### config.mk
export PLATFORM = sky130hd
export DESIGN_NAME = control_aforo
export DESIGN_NICKNAME = d
export VERILOG_FILES = /design/src/rtl/control_aforo_pkg.sv /design/src/rtl/control_aforo_temporizador_alarma.sv /design/src/rtl/control_aforo.sv
export SDC_FILE = /design/constraint.sdc
export NUM_CORES = 1
export LEC_CHECK = 0
export BUFFER_PORTS_ARGS = -buffer_cell sky130_fd_sc_hd__buf_2
export CELL_PAD_IN_SITES_DETAIL_PLACEMENT = 1
export CELL_PAD_IN_SITES_GLOBAL_PLACEMENT = 1
export CORE_MARGIN = 5
export CORE_UTILIZATION = 44
export CTS_CLUSTER_SIZE = 14
export DETAILED_ROUTE_END_ITERATION = 10
export GPL_ROUTABILITY_DRIVEN = 0
export GPL_TIMING_DRIVEN = 0
export PLACE_DENSITY_LB_ADDON = 0.1
export SETUP_SLACK_MARGIN = 0.02
export SLEW_MARGIN = 10
export SYNTH_ARGS = -nofsm -noshare
export SYNTH_HDL_FRONTEND = slang
export SYNTH_SLANG_ARGS = --single-unit
### constraint.sdc
create_clock -name clk -period 5.21 [get_ports clk]
set_input_delay 0.2605 -clock clk [delete_from_list [all_inputs] [get_ports clk]]
set_output_delay 0.2605 -clock clk [all_outputs]
set_load 0.02 [all_outputs]
### src/rtl/control_aforo_pkg.sv
// control_aforo_pkg: shared FSM state encodings and net-event codes for the occupancy controller
//   LIBRE/LLENO/ALARMA : FSM state constants
//   evento_t / evento() : reduces the ingreso/egreso pair to NONE, INC or DEC
package control_aforo_pkg;

   localparam logic [1:0] LIBRE  = 2'd0;
   localparam logic [1:0] LLENO  = 2'd1;
   localparam logic [1:0] ALARMA = 2'd2;

   typedef enum logic [1:0] {NONE, INC, DEC} evento_t;

   function automatic evento_t evento(input logic ing, input logic egr);
      return (ing && !egr) ? INC : (egr && !ing) ? DEC : NONE;
   endfunction

endpackage

### src/rtl/control_aforo_temporizador_alarma.sv
// temporizador_alarma: alarm down-counter
//   clk, reset : clock and synchronous active-high reset
//   load       : reloads the counter with T_ALARMA-1
//   fin        : high while the counter is 0
module temporizador_alarma #(
   parameter int T_ALARMA = 20
) (
   input  logic clk,
   input  logic reset,
   input  logic load,
   output logic fin
);

   localparam int TW = $clog2(T_ALARMA + 1);

   logic [TW-1:0] cnt_q, cnt_d;

   always_comb cnt_d = load ? TW'(T_ALARMA - 1) : (cnt_q != '0 ? cnt_q - 1'b1 : cnt_q);

   always_ff @(posedge clk)
      if (reset) cnt_q <= '0;
      else       cnt_q <= cnt_d;

   assign fin = cnt_q == '0;

endmodule

### src/rtl/control_aforo.sv
// control_aforo: saturating occupancy counter with entry-permission FSM, timed intrusion alarm and sticky underflow error
//   clk, reset          : clock and synchronous active-high reset
//   ingreso, egreso     : one-cycle entry/exit pulses
//   clr_error           : clears the sticky error flag
//   cuenta, vacio, lleno: registered occupancy and its empty/full flags
//   habilitado, alarma  : entry permitted / intrusion alarm
//   error               : sticky exit-underflow flag
module control_aforo
   import control_aforo_pkg::*;
#(
   parameter int CAPACIDAD = 9,
   parameter int WIDTH     = 4,
   parameter int T_ALARMA  = 20
) (
   input  logic             clk,
   input  logic             reset,
   input  logic             ingreso,
   input  logic             egreso,
   input  logic             clr_error,
   output logic [WIDTH-1:0] cuenta,
   output logic             vacio,
   output logic             lleno,
   output logic             habilitado,
   output logic             alarma,
   output logic             error
);

   if ((2 ** WIDTH) <= CAPACIDAD) begin : g_width_check
      $error("control_aforo: WIDTH too small for CAPACIDAD");
   end

   localparam logic [WIDTH-1:0] CAP = WIDTH'(CAPACIDAD);

   evento_t          ev;
   logic [1:0]       estado_q, estado_d;
   logic [WIDTH-1:0] cuenta_q, cuenta_d;
   logic             vacio_q, lleno_q, hab_q, alarma_q, error_q;
   logic             error_d, recarga, fin;

   always_comb begin
      ev       = evento(ingreso, egreso);
      cuenta_d = ev == INC ? (cuenta_q == CAP ? cuenta_q : cuenta_q + 1'b1)
               : ev == DEC ? (cuenta_q == '0 ? cuenta_q : cuenta_q - 1'b1)
               : cuenta_q;
      error_d  = (ev == DEC && cuenta_q == '0) ? 1'b1 : clr_error ? 1'b0 : error_q;
      // any entry while full or alarmed (re)starts the alarm window
      recarga  = ev == INC && (estado_q == LLENO || estado_q == ALARMA);
      // exits are decided on the post-event count so lleno and habilitado never disagree
      estado_d = estado_q == LIBRE ? ((ev == INC && cuenta_d == CAP) ? LLENO : LIBRE)
               : estado_q == LLENO ? (ev == DEC ? LIBRE : ev == INC ? ALARMA : LLENO)
               : estado_q == ALARMA ? ((recarga || !fin) ? ALARMA : (cuenta_d == CAP ? LLENO : LIBRE))
               : LIBRE;
   end

   temporizador_alarma #(.T_ALARMA(T_ALARMA)) u_temporizador (
      .clk  (clk),
      .reset(reset),
      .load (recarga),
      .fin  (fin)
   );

   always_ff @(posedge clk)
      if (reset) begin
         estado_q <= LIBRE;
         cuenta_q <= '0;
         vacio_q  <= 1'b1;
         lleno_q  <= 1'b0;
         hab_q    <= 1'b1;
         alarma_q <= 1'b0;
         error_q  <= 1'b0;
      end else begin
         estado_q <= estado_d;
         cuenta_q <= cuenta_d;
         vacio_q  <= cuenta_d == '0;
         lleno_q  <= cuenta_d == CAP;
         hab_q    <= estado_d == LIBRE;
         alarma_q <= estado_d == ALARMA;
         error_q  <= error_d;
      end

   assign cuenta     = cuenta_q;
   assign vacio      = vacio_q;
   assign lleno      = lleno_q;
   assign habilitado = hab_q;
   assign alarma     = alarma_q;
   assign error      = error_q;

endmodule
=== Word-level counts from Yosys, hierarchy flattened ===
Index checks and enable logic that the tools add are counted.

* Register bits: 16
* Input port bits: 5
* Logic and storage cells: 56

* Add/subtract/negate cells: 3
* Equal/unequal tests: 7
* Muxes and demuxes: 18
* Reduce and logical (&&, ||, !) cells: 19

{| class="wikitable"
|+ Operators with widths
! operator !! number
|-
| 2-bit two-way mux || 8
|-
| 4-bit two-way mux || 4
|-
| 5-bit two-way mux || 2
|-
| 4-bit equality test, second input constant || 2
|-
| 4-bit logical NOT || 2
|-
| 2-bit equality test, second input constant || 3
|-
| 1-bit logical AND || 5
|-
| 5-bit logical NOT || 1
|-
| 5-bit nonzero test || 1
|-
| 5-bit by 1-bit subtractor with 5-bit output, second input constant || 1
|-
| 4-bit by 1-bit adder with 4-bit output, second input constant || 1
|-
| 2-bit by 1-bit equality test with 1-bit output, second input constant || 2
|-
| 2-bit logical NOT || 2
|-
| 1-bit two-way mux || 4
|-
| 2-bit nonzero test || 2
|-
| 4-bit by 1-bit subtractor with 4-bit output, second input constant || 1
|-
| 1-bit logical NOT || 3
|-
| 1-bit logical OR || 2
|-
| 2-bit OR reduction || 1
|}

=== Longest topological paths before layout ===
Gate-level depths: netlist (run 1).

* Word-level depth: 14
* Gate-level depth with buffers: 8
* Depth with buffers taken out: 7

=== By module ===
A second synthesis (run 1) with hierarchy kept.

* Cells, all modules: 97
* Area, all modules: 895.9 µm²

{| class="wikitable"
|+ By module, submodules not included
! module !! times used !! cells an instance !! area an instance (µm²)
|-
| control_aforo || 1 || 75 || 666.9
|-
| temporizador_alarma || 1 || 22 || 229.0
|}

=== Least setup slack after synthesis (run 1) ===
OpenSTA, ideal clock, no wires.

* Path kind: register to register
* Start: reg cuenta_q[0], in the netlist cuenta[0]
* End: reg hab_q, in the netlist habilitado
* Library setup time: 0.115 ns
* Data arrival time: 1.944 ns
* Setup slack: 3.150 ns
* Stages on the path, launching flop included: 6
* Buffers on the path: 0
* Cells stage by stage: dfxtp_1 > or4b_1 > o311a_1 > a211o_1 > nand4bb_1 > a31o_1

* Cells in the longest elaborated chain, start to end: 11
* Elaborated cells on any way between the ends: 17
* Those cells by class: add/sub (2); eq/ne (2); mux (10); reduce/logical (3)

{| class="wikitable"
|+ RTL lines
! what !! line !! source
|-
| from (decl) || control_aforo.sv:36 || <nowiki>logic [WIDTH-1:0] cuenta_q, cuenta_d;</nowiki>
|-
| from (signal assigned) || control_aforo.sv:73 || <nowiki>cuenta_q <= cuenta_d;</nowiki>
|-
| 4-bit by 1-bit subtractor with 4-bit output / 4-bit logical NOT (equally long branches) || control_aforo.sv:43 || <nowiki>: ev == DEC ? (cuenta_q == '0 ? cuenta_q : cuenta_q - 1'b1)</nowiki>
|-
| 4-bit two-way mux (2 in a row) || control_aforo.sv:43 ||
|-
| 4-bit two-way mux (*) || control_aforo.sv:42 || <nowiki>cuenta_d = ev == INC ? (cuenta_q == CAP ? cuenta_q : cuenta_q + 1'b1)</nowiki>
|-
| 4-bit equality test (*) || control_aforo.sv:49, control_aforo.sv:51 ||
|-
| 1-bit two-way mux || control_aforo.sv:51 || <nowiki>: estado_q == ALARMA ? ((recarga || !fin) ? ALARMA : (cuenta_d == CAP ? LLENO : LIBRE))</nowiki>
|-
| 2-bit two-way mux (2 in a row) || control_aforo.sv:51 ||
|-
| 2-bit two-way mux || control_aforo.sv:50 || <nowiki>: estado_q == LLENO ? (ev == DEC ? LIBRE : ev == INC ? ALARMA : LLENO)</nowiki>
|-
| 2-bit two-way mux (*) || control_aforo.sv:49 || <nowiki>estado_d = estado_q == LIBRE ? ((ev == INC && cuenta_d == CAP) ? LLENO : LIBRE)</nowiki>
|-
| 2-bit logical NOT (*) || control_aforo.sv:76 || <nowiki>hab_q <= estado_d == LIBRE;</nowiki>
|-
| to (signal assigned) || control_aforo.sv:68 || <nowiki>hab_q <= 1'b1;</nowiki>
|-
| to (signal assigned) || control_aforo.sv:76 ||
|-
| to (decl) || control_aforo.sv:37 || <nowiki>logic vacio_q, lleno_q, hab_q, alarma_q, error_q;</nowiki>
|}

Every way passes the cells marked *; elsewhere a longest branch is shown, timed or not.
A chain may end at the register's enable or synchronous reset.

=== Final worst setup path (run 1) ===
* Start: reg u_temporizador.cnt_q[0]
* End: reg hab_q, in the netlist habilitado

* Cells in the longest elaborated chain, start to end: 8

{| class="wikitable"
|+ RTL lines
! what !! line !! source
|-
| from (decl) || control_aforo_temporizador_alarma.sv:16 || <nowiki>logic [TW-1:0] cnt_q, cnt_d;</nowiki>
|-
| from (signal assigned) || control_aforo_temporizador_alarma.sv:22 || <nowiki>else cnt_q <= cnt_d;</nowiki>
|-
| 5-bit logical NOT || control_aforo_temporizador_alarma.sv:24 || <nowiki>assign fin = cnt_q == '0;</nowiki>
|-
| 1-bit logical NOT || control_aforo.sv:51 ||
|-
| 1-bit logical OR || control_aforo.sv:51 ||
|-
| 2-bit two-way mux (2 in a row) || control_aforo.sv:51 ||
|-
| 2-bit two-way mux || control_aforo.sv:50 ||
|-
| 2-bit two-way mux || control_aforo.sv:49 ||
|-
| 2-bit logical NOT || control_aforo.sv:76 ||
|}

Every way passes these cells.

==> results of run 1 <==
## sequential cells by signal, summed over array words and instances (netlist names)
register,cells
lleno,1
alarma,1
u_temporizador.cnt_q,5
estado_q,2
cuenta,4
habilitado,1
vacio,1
error,1
## worst max-delay path: cells and delay by family, from the launching register on
kind	cells	cell delay [ns]
DFF	1	0.32
AOI/OAI and AO/OA	2	0.52
adders and majority gates	1	0.18
and+or+nand+nor	3	1.24
buffers and inverters	1	0.09
## area by class of cell
cell class              count  area (um2)  share of cell area
multi-input cells          75         559               0.524
repair buffers             13        65.1              0.0610
flip-flops and latches     16         320               0.300
clock buffers               4        36.3              0.0340
plain buffers               4        15.0              0.0141
well taps                  27        33.8              0.0317
inverters                  10        37.5              0.0352
## routing by layer
| layer | vias to the layer above | part of all wire | wire length, um | global-route usage |
|---|---|---|---|---|
| met4 | 0 | 0.0046 | 10 | 0.0203 |
| met1 | 388 | 0.48 | 1040 | 0.177 |
| li1 | 406 | - | - | - |
| met2 | 12 | 0.48 | 1050 | 0.240 |
| met5 | - | 0 | 0 | 0 |
| met3 | 2 | 0.035 | 77 | 0.0418 |
## logic make-up (layout without fill, tap and decap cells)
family                   count (synthesis)  after routing
multiplexers                             2              2
AND/OR/NAND/NOR                         38             38
adder cells (fa/ha/maj)                 10             10
flip-flops                              16             16
AO/OA/AOI/OAI                           20             20
XOR/XNOR                                 5              5
buffers and inverters                   14             31
## layout by cell type, fill, tap and decap left out, types with 3 or more instances in the layout
cell,count
a21oi_1,6
buf_2,13
clkbuf_1,3
clkbuf_4,3
dfxtp_1,16
ha_1,10
inv_1,10
nand2_1,5
nand3_1,3
nor2_1,10
nor3_1,3
xnor2_1,5
## cells in the mapped netlist, drive strengths merged (2+ instances only)
master   n  area, um2
dfxtp   16        320
ha      10        125
inv     10       37.5
nor2    10       37.5
a21oi    6       30.0
nand2    5       18.8
xnor2    5       43.8
nor3     4       25.0
clkbuf   3       11.3
nand3    3       15.0
a211o    2       17.5
nand2b   2       12.5
nand3b   2       15.0
nor4b    2       17.5
o21ai    2       10.0
o311a    2       20.0
or3b     2       17.5
## worst paths after layout
kind,cells after the start,startpoint,end,slack (ns)
hold reg to reg,2,error$_SDFFE_PP0P_,error$_SDFFE_PP0P_,0.51
hold / removal,4,clr_error,error$_SDFFE_PP0P_,0.26
setup reg to reg,7,u_temporizador.cnt_q[0]$_SDFFE_PP0P_,habilitado$_SDFF_PP1_,2.78
setup / recovery,7,u_temporizador.cnt_q[0]$_SDFFE_PP0P_,habilitado$_SDFF_PP1_,2.78
## metrics by stage
stage / utilization / setup slack (ns) / cell area [um2] / instances
floorplan: - / 3.15 / 932 / 105
global placement: 0.520 / 2.89 / 1030 / 145
detailed placement: 0.520 / 2.83 / 1030 / 145
CTS: 0.539 / 2.81 / 1070 / 149
global route: 0.539 / 2.63 / 1070 / 149
finish: 0.539 / 2.78 / 1070 / 149
## where the power goes
group | internal (W) | switching [W] | total (W)
sequential | 0.000142 | 0.0000149 | 0.000157
clock | 0.0000426 | 0.0000398 | 0.0000824
combinational | 0.0000678 | 0.0000837 | 0.000151
total | 0.000252 | 0.000138 | 0.000390
==> reports/qor_table.md, run 1 <==
| Group | Result | Value |
|:---|:---|:---|
| layout | Fill cell count | 247 |
| clocking | H-tree levels | 1 |
| synthesis | Post-synth ARST share | 0 |
| worst setup path | Critical-path maximum fanout | 5 |
| worst setup path | Arrival time at the worst endpoint | 2.63 ns |
| synthesis | Synthesized cell area | 932 um2 |
| clocking | Clk sinks | 16 |
| global route | First-pass GRT wire length | 3.60 mm |
| global route | Initial antenna violation count | 0 |
| synthesis | Portion of netlist area occupied by mux cells | 0.0228 |
| die | Core Box Area | 1980 um2 |
| synthesis | Post-synthesis cell type count | 38 |
| die | Row Count | 16 |
| die | Total I/O pin count | 14 |
| global route | Via count of the first global-routing pass | 800 |
| die | Height of the chip | 56.0 um |
| route | Wirelength per Cell | 14.6 um |
| global route | Global Route Usage Sum | 0.140 |
| sta | Final worst hold slack | 0.265 ns |
| clocking | Clock-pin slew of the registers on the worst-case setup and hold paths | 0.10 ns |
| synthesis | Synth Net Count | 120 |
| synthesis | Largest family of logic cells by synthesized area | simple AND/OR/NAND/NOR gates |
| route | Number of nets with antenna violations after detailed routing | 0 |
| pwr | Maximum VDD drop | 0.000192 V |
| synthesis | Synthesized instance count | 105 |
| route | Via-per-instance ratio | 5.42 |
| run status | Result of the run | complete, no violations |
| sta | Final critical-path share of the clock period | 0.466 |
| clocking | Latest clock arrival within the worst-skew pair | 0.29 ns |
| route | Final WL | 2.18 mm |
| hold path | Tightest Hold Check Type | in2reg |
| clocking | Hold bufs inserted after CTS | 0 |
| sta | Final min period | 2.43 ns |
| synthesis | Main flop type after synthesis | dfxtp_1 |
| layout | Ratio of cells with drive above 1 in the final layout | 0.164 |
| worst setup path | Endpoint type of the worst setup path | flop |
| worst setup path | Slowest-stage cell, CP | nor4b_1 |
| die | Initial cell density of the core | 0.470 |
| pwr | Total power draw | 0.000390 W |
| worst setup path | Critical Path Source Type | flop |
| global route | GRT Residual Overflow | 0 |
| synthesis | Portion of the post-synthesis area used by sequential elements | 0.344 |
| clocking | Clock tree from TritonCTS | done |
| synthesis | Area fraction in compound gates after synthesis | 0.154 |
| sta | Total setup violations reported at the end of the flow | 0 |
| synthesis | Post-synthesis area per instance | 8.88 um2 |
| layout | Post-layout net count | 138 |
| pwr | Total power per unit cell area | 366 nW/um2 |
| worst setup path | CP Data Required Time | 5.41 ns |
| sta | Highest achievable clock rate | 412 MHz |
| layout | Layout overhead on the synthesized area | 14.5% |
| placed design | Placed wire-length estimate | 1.70 mm |
| layout | Antenna fix cells | 0 |
| synthesis | EDFF count, synth | 0 |
| sta | Relative slew margins | 0.274 |
| clocking | Buffer cell driving the clock tree root | clkbuf_4 |
| synthesis | Post-synthesis adder-cell area fraction | 0.134 |
| route | Number of search-and-repair iterations in the first detailed-routing pass | 4 |
| clocking | Largest buffer count on any clock path | 2 |
| die | Horiz. Die Dim | 56.0 um |
| placed design | # port buffers | 13 |
| synthesis | Flip-flop and latch count after synthesis | 16 |
| synthesis | Yosys warning count | 0 |
| global route | Maximum number of pins on one net before global-route repair | 11 |
| synthesis | Simple-gate area share of the yosys netlist | 0.242 |
| sta | Summed negative setup slack over all endpoints | 0 ns |
| pwr | Leakage power | 0.448 nW |
| clocking | TritonCTS buffer count | 3 |
| route | Violation count after the first detailed-routing iteration | 12 |
| clocking | Setup repair bufs after CTS | 0 |
| sta | Clock skew | 0.0107 ns |
| worst setup path | Delay of the slowest critical-path stage | 0.87 ns |
| worst setup path | Setup CP Type | reg2reg |
| worst setup path | Series of cell instances along the critical path | inv_1 > ha_1 > nor4b_1 > nand3_1 > a211o_1 > nand4bb_1 > a31o_1 |
| route | DRC violation count after routing | 0 |
| route | Total number of vias | 808 |
| sta | Slew at the pin closest to its max-slew limit | 1.07 ns |
| die | Die Footprint | 3140 um2 |
| synthesis | Fraction of synthesized cell area in xor and xnor cells | 0.0470 |
| sta | Unrepaired setup endpoints after global routing | false |
| job | Max-Cap Viols | 0 |
| clocking | Post-cts repair resize count | 0 |
| sta | Number of hold violations in the final report | 0 |
| sta | Pins over their slew limit | 0 |
(Power assumes the default switching activity.)
==> run 2, diff against run 1 <==
Settings changed: CORE_UTILIZATION 44 to 37.
Clock period 5.21 ns to 2 ns, I/O delays scaled along.
==> run 2 against run 1 <==
The run now ends with negative setup slack left. Sequential cell count stayed put. Critical path depth is 2 lower. Hold slack worse by 0.17 ns. Via count is 2.0% higher. Clock power grew to 2.7 times the previous value. Sequential power grew to 2.6 times the previous value. Maximum frequency is 20% higher. Final area is 11% higher. Critical path type unchanged. Largest power group is now combinational cells.
==> reports/qor_table.md, run 2 (synthesis gave the netlist of run 1 again) <==
| Group | Result | Value | Delta |
|:---|:---|:---|:---|
| pwr | Share of power burned in combinational logic | 0.427 | was 0.388 |
| clocking | Latest clock arrival within the worst-skew pair | 0.29 ns | about the same |
| layout | Final design instance area without fill | 1190 um2 | was 1070 um2 |
| pwr | Total power draw | 0.00111 W | was 0.000390 W |
| hold path | Cell depth of the worst hold path | 4 | unchanged |
| clocking | Buffer cell driving the clock tree root | clkbuf_4 | unchanged |
| sta | Unrepaired setup endpoints after global routing | true | was false |
| die | Horiz. Die Dim | 60.2 um | was 56.0 um |
| route | Via-per-instance ratio | 5.25 | was 5.42 |
| pwr | Total net switching power | 0.000381 W | was 0.000138 W |
| die | Height of the chip | 60.2 um | was 56.0 um |
| worst setup path | Slowest-stage cell, CP | or4b_4 | was nor4b_1 |
| layout | Util after Layout | 0.489 | was 0.539 |
| global route | Via count of the first global-routing pass | 830 | was 800 |
| worst setup path | Arrival time at the worst endpoint | 2.22 ns | was 2.63 ns |
| sta | Total setup violations reported at the end of the flow | 1 | was 0 |
| route | Wirelength per Cell | 14.0 um | was 14.6 um |
| sta | Clock skew | 0.00146 ns | was 0.0107 ns |
| layout | Layout overhead on the synthesized area | 27.7% | was 14.5% |
| clocking | Hold bufs inserted after CTS | 0 | unchanged |
| die | Row Count | 18 | was 16 |
| clocking | H-tree levels | 1 | unchanged |
| pwr | Reg power frac | 0.374 | was 0.401 |
| sta | Final worst hold slack | 0.0938 ns | was 0.265 ns |
| placed design | # port buffers | 13 | unchanged |
| die | Core Box Area | 2430 um2 | was 1980 um2 |
| worst setup path | R2r setup slk | -0.03 ns | was 2.78 ns |
| worst setup path | Length in cells of the worst reg-to-reg path | 5 | was 7 |
| global route | Met3 Usage GRT | 0.0259 | was 0.0418 |
| die | Total I/O pin count | 14 | unchanged |
| sta | Pins over their slew limit | 0 | unchanged |
| worst setup path | Delay of the slowest critical-path stage | 0.52 ns | was 0.87 ns |
| layout | Antenna fix cells | 0 | unchanged |
| worst setup path | Critical Path Source Type | flop | unchanged |
| route | Total number of vias | 824 | was 808 |
| sta | Number of hold violations in the final report | 0 | unchanged |
| global route | Grt met2 use | 0.235 | was 0.240 |
| worst setup path | Critical-path maximum fanout | 5 | unchanged |
| placed design | Placed wire-length estimate | 1.67 mm | was 1.70 mm |
| pwr | Leakage power | 0.495 nW | was 0.448 nW |
| global route | GRT Residual Overflow | 0 | unchanged |
| worst setup path | Crit-path leading delay family | compound AO/OA/AOI/OAI gates | was simple AND/OR/NAND/NOR gates |
| clocking | Clock-pin slew of the registers on the worst-case setup and hold paths | 0.10 ns | about the same |
| layout | Top library cells by usage in the layout, fill and taps aside | dfxtp_1 (13), buf_2 (13), nor2_1 (10), inv_1 (9), ha_1 (9) | was dfxtp_1 (16), buf_2 (13), inv_1 (10), nor2_1 (10), ha_1 (10) |
| route | Final WL | 2.20 mm | was 2.18 mm |
| worst setup path | Buf+Inv Stages, Crit Path | 0 | was 1 |
| worst setup path | CP Depth | 5 | was 7 |
| route | DRC violation count after routing | 0 | unchanged |
| worst setup path | Setup CP Type | reg2reg | unchanged |
| layout | Post-layout net count | 143 | was 138 |
| sta | Highest achievable clock rate | 493 MHz | was 412 MHz |
| job | Max-Cap Viols | 0 | unchanged |
| hold path | Tightest Hold Check Type | in2reg | unchanged |
| sta | Worst-case setup margin in the final layout | -0.0272 ns | was 2.78 ns |
| worst setup path | Endpoint type of the worst setup path | flop | unchanged |
| layout | Fill cell count | 301 | was 247 |
| clocking | Clk sinks | 16 | unchanged |
| sta | Slew at the pin closest to its max-slew limit | 0.503 ns | was 1.07 ns |
| layout | Ratio of cells with drive above 1 in the final layout | 0.283 | was 0.164 |
| clocking | Clock tree from TritonCTS | done | unchanged |
| layout | Max reg flops | 5 | unchanged |
| global route | Initial antenna violation count | 0 | unchanged |
| pwr | Int Power | 0.000730 W | was 0.000252 W |
| sta | Relative slew margins | 0.664 | was 0.274 |
| pwr | Maximum VDD drop | 0.000686 V | was 0.000192 V |
| pwr | Share of total power consumed by net switching | 0.343 | was 0.355 |
| sta | Summed negative setup slack over all endpoints | -0.0272 ns | was 0 ns |
| clocking | TritonCTS buffer count | 3 | unchanged |
| die | Initial cell density of the core | 0.383 | was 0.470 |
| sta | Final critical-path share of the clock period | 1.01 | was 0.466 |
| clocking | Largest buffer count on any clock path | 2 | unchanged |
| pwr | Total power per unit cell area | 933 nW/um2 | was 366 nW/um2 |
| worst setup path | Series of cell instances along the critical path | or4b_4 > o311a_1 > a211o_1 > nand4bb_4 > a31o_1 | was inv_1 > ha_1 > nor4b_1 > nand3_1 > a211o_1 > nand4bb_1 > a31o_1 |
| die | Die Footprint | 3620 um2 | was 3140 um2 |
| global route | Global Route Usage Sum | 0.135 | was 0.140 |
| route | Violation count after the first detailed-routing iteration | 38 | was 12 |
| route | Number of search-and-repair iterations in the first detailed-routing pass | 4 | unchanged |
| sta | Final min period | 2.03 ns | was 2.43 ns |
| pwr | Clock network fraction of design power | 0.199 | was 0.211 |
| global route | GR met1 Demand/Resource | 0.163 | was 0.177 |
| global route | First-pass GRT wire length | 3.66 mm | was 3.60 mm |
| layout | Biggest register | u_temporizador.cnt_q | unchanged |
| placed design | Dpl cell area | 1050 um2 | was 1030 um2 |
| worst setup path | CP Data Required Time | 2.19 ns | was 5.41 ns |
| global route | Maximum number of pins on one net before global-route repair | 11 | unchanged |
| run status | Result of the run | finished with violations | was complete, no violations |
| route | Number of nets with antenna violations after detailed routing | 0 | unchanged |
| global route | Global route hottest layer | met2 | unchanged |
| run status | Failing checks | negative setup slack |  |
-- run 2: worst paths after layout --
check	from	endpoint
max reg2reg	cuenta[0]$_SDFF_PP0_	habilitado$_SDFF_PP1_
min reg2reg	error$_SDFFE_PP0P_	error$_SDFFE_PP0P_
max	cuenta[0]$_SDFF_PP0_	habilitado$_SDFF_PP1_
min	clr_error	error$_SDFFE_PP0P_
-- run 2: layout make-up --
class | count | area [um2] | area share
Timing Repair Buffer | 18 | 106 | 0.0894
Clock buffer | 4 | 36.3 | 0.0305
Inverter | 10 | 40.0 | 0.0336
Sequential cell | 16 | 329 | 0.277
Tap cell | 30 | 37.5 | 0.0315
Buffer | 4 | 15.0 | 0.0126
Multi-Input combinational cell | 75 | 626 | 0.526
-- run 2: worst register-to-register path, cell delays in order, from the launching register on --
cell	delay (ns)
dfxtp_4	0.37
or4b_4	0.52
o311a_1	0.38
a211o_1	0.24
nand4bb_4	0.20
a31o_1	0.22
-- run 2: routing by layer --
layer | vias to the layer above | share of wire
met1 | 395 | 0.49
met2 | 9 | 0.47
met5 | - | 0
li1 | 416 | -
met3 | 4 | 0.027
met4 | 0 | 0.012
-- run 2: stage by stage --
| step | instances | worst slack [ns] |
|---|---|---|
| after CTS | 155 | -0.0304 |
| after global routing | 157 | -0.0599 |
| final | 157 | -0.0272 |
| after floorplan | 105 | 0.0533 |
| after detailed placement | 148 | -0.183 |
| after global placement | 148 | -0.156 |
-- run 2: power by group through the flow --
| stage | combinational (W) | sequential, W | clock (W) |
|---|---|---|---|
| after global placement | 0.000375 | 0.000419 | 0 |
| after global routing | 0.000530 | 0.000422 | 0.000243 |
| final | 0.000474 | 0.000415 | 0.000221 |
| after floorplan | 0.000283 | 0.000432 | 0 |
| after detailed placement | 0.000382 | 0.000421 | 0 |
| after CTS | 0.000438 | 0.000414 | 0.000228 |
-- run 2: timing repair --
action | in CTS | in global routing
pin swaps | 3 | 2
gates cloned | 0 | 0
setup endpoints to repair | 2 | 4
resized for setup | 4 | 9
buffers inserted | 3 | 2
endpoints found under the hold margin | 0 | 0
==> run 3, diff against run 2 <==
Settings changed: ABC_AREA from default to 1, CORE_UTILIZATION 37 to 36.
==> run 3 against run 2 <==
The run now ends clean. Largest power group is now sequential cells. First-iteration DRC count is 66% lower. Critical path type unchanged. Routed wire length fell by 7.0%. Sequential cell count did not move. Utilization shrank 6.2 points. Highest routed layer unchanged. Clock skew grew 0.0013 ns.
==> reports/qor_table.md, run 3 <==
| Group | Result | Value | Delta |
|:---|:---|:---|:---|
| run status | Result of the run | complete, no violations | was finished with violations |
| synthesis | EDFF count, synth | 0 | unchanged |
| global route | First-pass GRT wire length | 3.65 mm | was 3.66 mm |
| clocking | Largest buffer count on any clock path | 2 | unchanged |
| clocking | Clock-pin slew of the registers on the worst-case setup and hold paths | 0.09 ns | was 0.10 ns |
| synthesis | Post-synthesis area per instance | 7.49 um2 | was 8.88 um2 |
| global route | GRT Residual Overflow | 0 | unchanged |
| die | Initial cell density of the core | 0.378 | was 0.383 |
| pwr | Total power per unit cell area | 870 nW/um2 | was 933 nW/um2 |
| layout | Area of combinational cells with multiple inputs | 541 um2 | was 626 um2 |
| pwr | Leakage power | 0.519 nW | was 0.495 nW |
| worst setup path | Slowest-stage cell, CP | dfxtp_2 | was or4b_4 |
| synthesis | Main flop type after synthesis | dfxtp_1 | unchanged |
| clocking | Hold bufs inserted after CTS | 0 | unchanged |
| sta | Final critical-path share of the clock period | 0.888 | was 1.01 |
| synthesis | Post-synthesis cell type count | 22 | was 38 |
| route | Violation count after the first detailed-routing iteration | 13 | was 38 |
| synthesis | Post-synth ARST share | 0 | unchanged |
| route | DRC violation count after routing | 0 | unchanged |
| die | Core Box Area | 2480 um2 | was 2430 um2 |
| clocking | H-tree levels | 1 | unchanged |
| placed design | Placed wire-length estimate | 1.72 mm | was 1.67 mm |
| global route | Global Route Usage Sum | 0.132 | was 0.135 |
| sta | Final min period | 1.78 ns | was 2.03 ns |
| worst setup path | Setup CP Type | reg2reg | unchanged |
| synthesis | Yosys warning count | 0 | unchanged |
| route | Number of nets with antenna violations after detailed routing | 0 | unchanged |
| clocking | Setup repair bufs after CTS | 0 | was 3 |
| clocking | TritonCTS buffer count | 3 | unchanged |
| layout | Top library cells by usage in the layout, fill and taps aside | nand2_1 (23), inv_1 (18), dfxtp_1 (14) | was dfxtp_1 (13), buf_2 (13), nor2_1 (10), inv_1 (9), ha_1 (9) |
| route | Via-per-instance ratio | 4.89 | was 5.25 |
| worst setup path | Length in cells of the worst reg-to-reg path | 11 | was 5 |
| hold path | Tightest Hold Check Type | in2reg | unchanged |
| layout | Max reg flops | 5 | unchanged |
| layout | Biggest register | u_temporizador.cnt_q | unchanged |
| layout | Util after Layout | 0.427 | was 0.489 |
| job | Max-Cap Viols | 0 | unchanged |
| global route | Maximum number of pins on one net before global-route repair | 11 | unchanged |
| die | Row Count | 18 | unchanged |
| layout | Post-layout net count | 157 | was 143 |
| sta | Highest achievable clock rate | 563 MHz | was 493 MHz |
| worst setup path | Delay of the slowest critical-path stage | 0.43 ns | was 0.52 ns |
| sta | Summed negative setup slack over all endpoints | 0 ns | was -0.0272 ns |
| pwr | Maximum VDD drop | 0.000500 V | was 0.000686 V |
| worst setup path | Endpoint type of the worst setup path | flop | unchanged |
| layout | Antenna fix cells | 0 | unchanged |
| clocking | Clk sinks | 16 | unchanged |
| sta | Relative slew margins | 0.655 | was 0.664 |
| worst setup path | CP Depth | 11 | was 5 |
| synthesis | Most common cell in the synthesized netlist | nand2_1 | was dfxtp_1 |
| global route | Via count of the first global-routing pass | 893 | was 830 |
| placed design | # port buffers | 12 | was 13 |
| route | Total number of vias | 832 | was 824 |
| synthesis | Synthesized cell area | 936 um2 | was 932 um2 |
| synthesis | Synthesized instance count | 125 | was 105 |
| layout | Layout overhead on the synthesized area | 13.1% | was 27.7% |
| worst setup path | CP Data Required Time | 2.18 ns | was 2.19 ns |
| layout | Most common cell after layout, fill and taps aside | nand2_1 |  |
| synthesis | Largest cells by area after synthesis | dfxtp_1 (34%), ha_1 (13%), nand2_1 (9.2%) | was dfxtp_1 (34%), ha_1 (13%), xnor2_1 (4.7%) |
| layout | Ratio of cells with drive above 1 in the final layout | 0.214 | was 0.283 |
| sta | Total setup violations reported at the end of the flow | 0 | was 1 |
| worst setup path | Critical Path Source Type | flop | unchanged |
| synthesis | Top cell type's share of synthesized area | 0.342 | was 0.344 |
| clocking | Buffer cell driving the clock tree root | clkbuf_4 | unchanged |
| sta | Pins over their slew limit | 0 | unchanged |
| worst setup path | Critical-path maximum fanout | 7 | was 5 |
| route | Number of search-and-repair iterations in the first detailed-routing pass | 3 | was 4 |
| hold path | Cell depth of the worst hold path | 4 | unchanged |
| die | Horiz. Die Dim | 61.0 um | was 60.2 um |
| sta | Unrepaired setup endpoints after global routing | false | was true |
| die | Height of the chip | 61.0 um | was 60.2 um |
| worst setup path | Arrival time at the worst endpoint | 1.96 ns | was 2.22 ns |
| sta | Slew at the pin closest to its max-slew limit | 0.517 ns | was 0.503 ns |
| clocking | Latest clock arrival within the worst-skew pair | 0.28 ns | was 0.29 ns |
| worst setup path | R2r setup slk | 0.22 ns | was -0.03 ns |
| sta | Clock skew | 0.00273 ns | was 0.00146 ns |
| worst setup path | Buf+Inv Stages, Crit Path | 1 | was 0 |
| route | Final WL | 2.04 mm | was 2.20 mm |
| route | Wirelength per Cell | 12.0 um | was 14.0 um |
| clocking | Post-cts repair resize count | 0 | was 4 |
| synthesis | Synth Net Count | 140 | was 120 |
| layout | Reg area | 323 um2 | was 329 um2 |
| die | Total I/O pin count | 14 | unchanged |
| synthesis | Flip-flop and latch count after synthesis | 16 | unchanged |
| sta | Number of hold violations in the final report | 0 | unchanged |
| global route | Initial antenna violation count | 0 | unchanged |
| synthesis | Portion of the post-synthesis area used by sequential elements | 0.342 | was 0.344 |
| worst setup path | Crit-path leading delay family | simple AND/OR/NAND/NOR gates | was compound AO/OA/AOI/OAI gates |
| clocking | Clock tree from TritonCTS | done | unchanged |
| synthesis | Most frequent cells after synthesis | nand2_1 (23), inv_1 (18), dfxtp_1 (16) | was dfxtp_1 (16), ha_1 (10), inv_1 (10), nor2_1 (10), a21oi_1 (6) |
| layout | Fill cell count | 338 | was 301 |
| worst setup path | Series of cell instances along the critical path | inv_1 > ha_1 > nand3_2 > nand3_1 > nand3_1 > nand2_2 > nor2_4 > nand3_2 > nand2_1 > nand2_2 > and2_1 | was or4b_4 > o311a_1 > a211o_1 > nand4bb_4 > a31o_1 |
| synthesis | Synth area leader | dfxtp_1 | unchanged |
| die | Die Footprint | 3720 um2 | was 3620 um2 |
## run 3: changes by cell type after synthesis, moves of 3 or more
cell     change
nand2_2      +5
inv_1        +8
nand3_1      +9
nand2_1     +18
xnor2_1      -3
nand3_2      +3
## run 3: metal layers
layer,up-vias,routed length [um],global-route usage
li1,428,-,-
met1,390,957,0.151
met2,12,1000,0.238
met3,2,75,0.0383
met4,0,11,0.0372
met5,-,0,0
## run 3: cell families (layout without fill, tap and decap cells)
kind of cell / Yosys count / in the layout / synth area share
flip-flops: 16 / 16 / 0.342
XOR/XNOR: 4 / 4 / 0.0374
AND/OR/NAND/NOR: 65 / 65 / 0.346
buffers and inverters: 20 / 35 / 0.0802
adder cells (fa/ha/maj): 10 / 10 / 0.134
AO/OA/AOI/OAI: 10 / 10 / 0.0602
## run 3: final timing paths
check	start	end
worst max-delay path	cuenta[0]$_SDFF_PP0_	alarma$_SDFF_PP0_
worst min-delay path	clr_error	error$_SDFFE_PP0P_
worst max register to register	cuenta[0]$_SDFF_PP0_	alarma$_SDFF_PP0_
worst min register to register	error$_SDFFE_PP0P_	error$_SDFFE_PP0P_
## run 3: through the flow
step / power [W] / cell area, um2 / std cells / setup slack, ns / hold WS [ns]
floorplan: 0.000677 / 936 / 125 / 0.222 / 0.263
global placement: 0.000746 / 1030 / 167 / 0.167 / 0.352
detailed placement: 0.000767 / 1030 / 167 / 0.0959 / 0.368
CTS: 0.000936 / 1060 / 170 / 0.0780 / 0.0577
global route: 0.00100 / 1060 / 170 / 0.0458 / 0.0791
finish: 0.000921 / 1060 / 170 / 0.223 / 0.0608
## run 3: final cells by class
cell class                      instances  share of cell area
Sequential cell                        16               0.305
Inverter                               19              0.0674
Multi-Input combinational cell         89               0.511
Clock buffer                            3              0.0213
Tap cell                               30              0.0355
Buffer                                  1             0.00355
Timing Repair Buffer                   12              0.0567
## run 3: where the power goes
part | total, W | internal [W] | switching [W]
Sequential | 0.000402 | 0.000364 | 0.0000379
Combinational | 0.000350 | 0.000134 | 0.000217
Clock | 0.000169 | 0.0000699 | 0.0000987
## run 3: tightest hold or removal path, delay by kind of cell
kind / cells / cell delay [ns]
buf+inv: 2 / 0.11
compound gates: 1 / 0.05
simple gates: 1 / 0.04
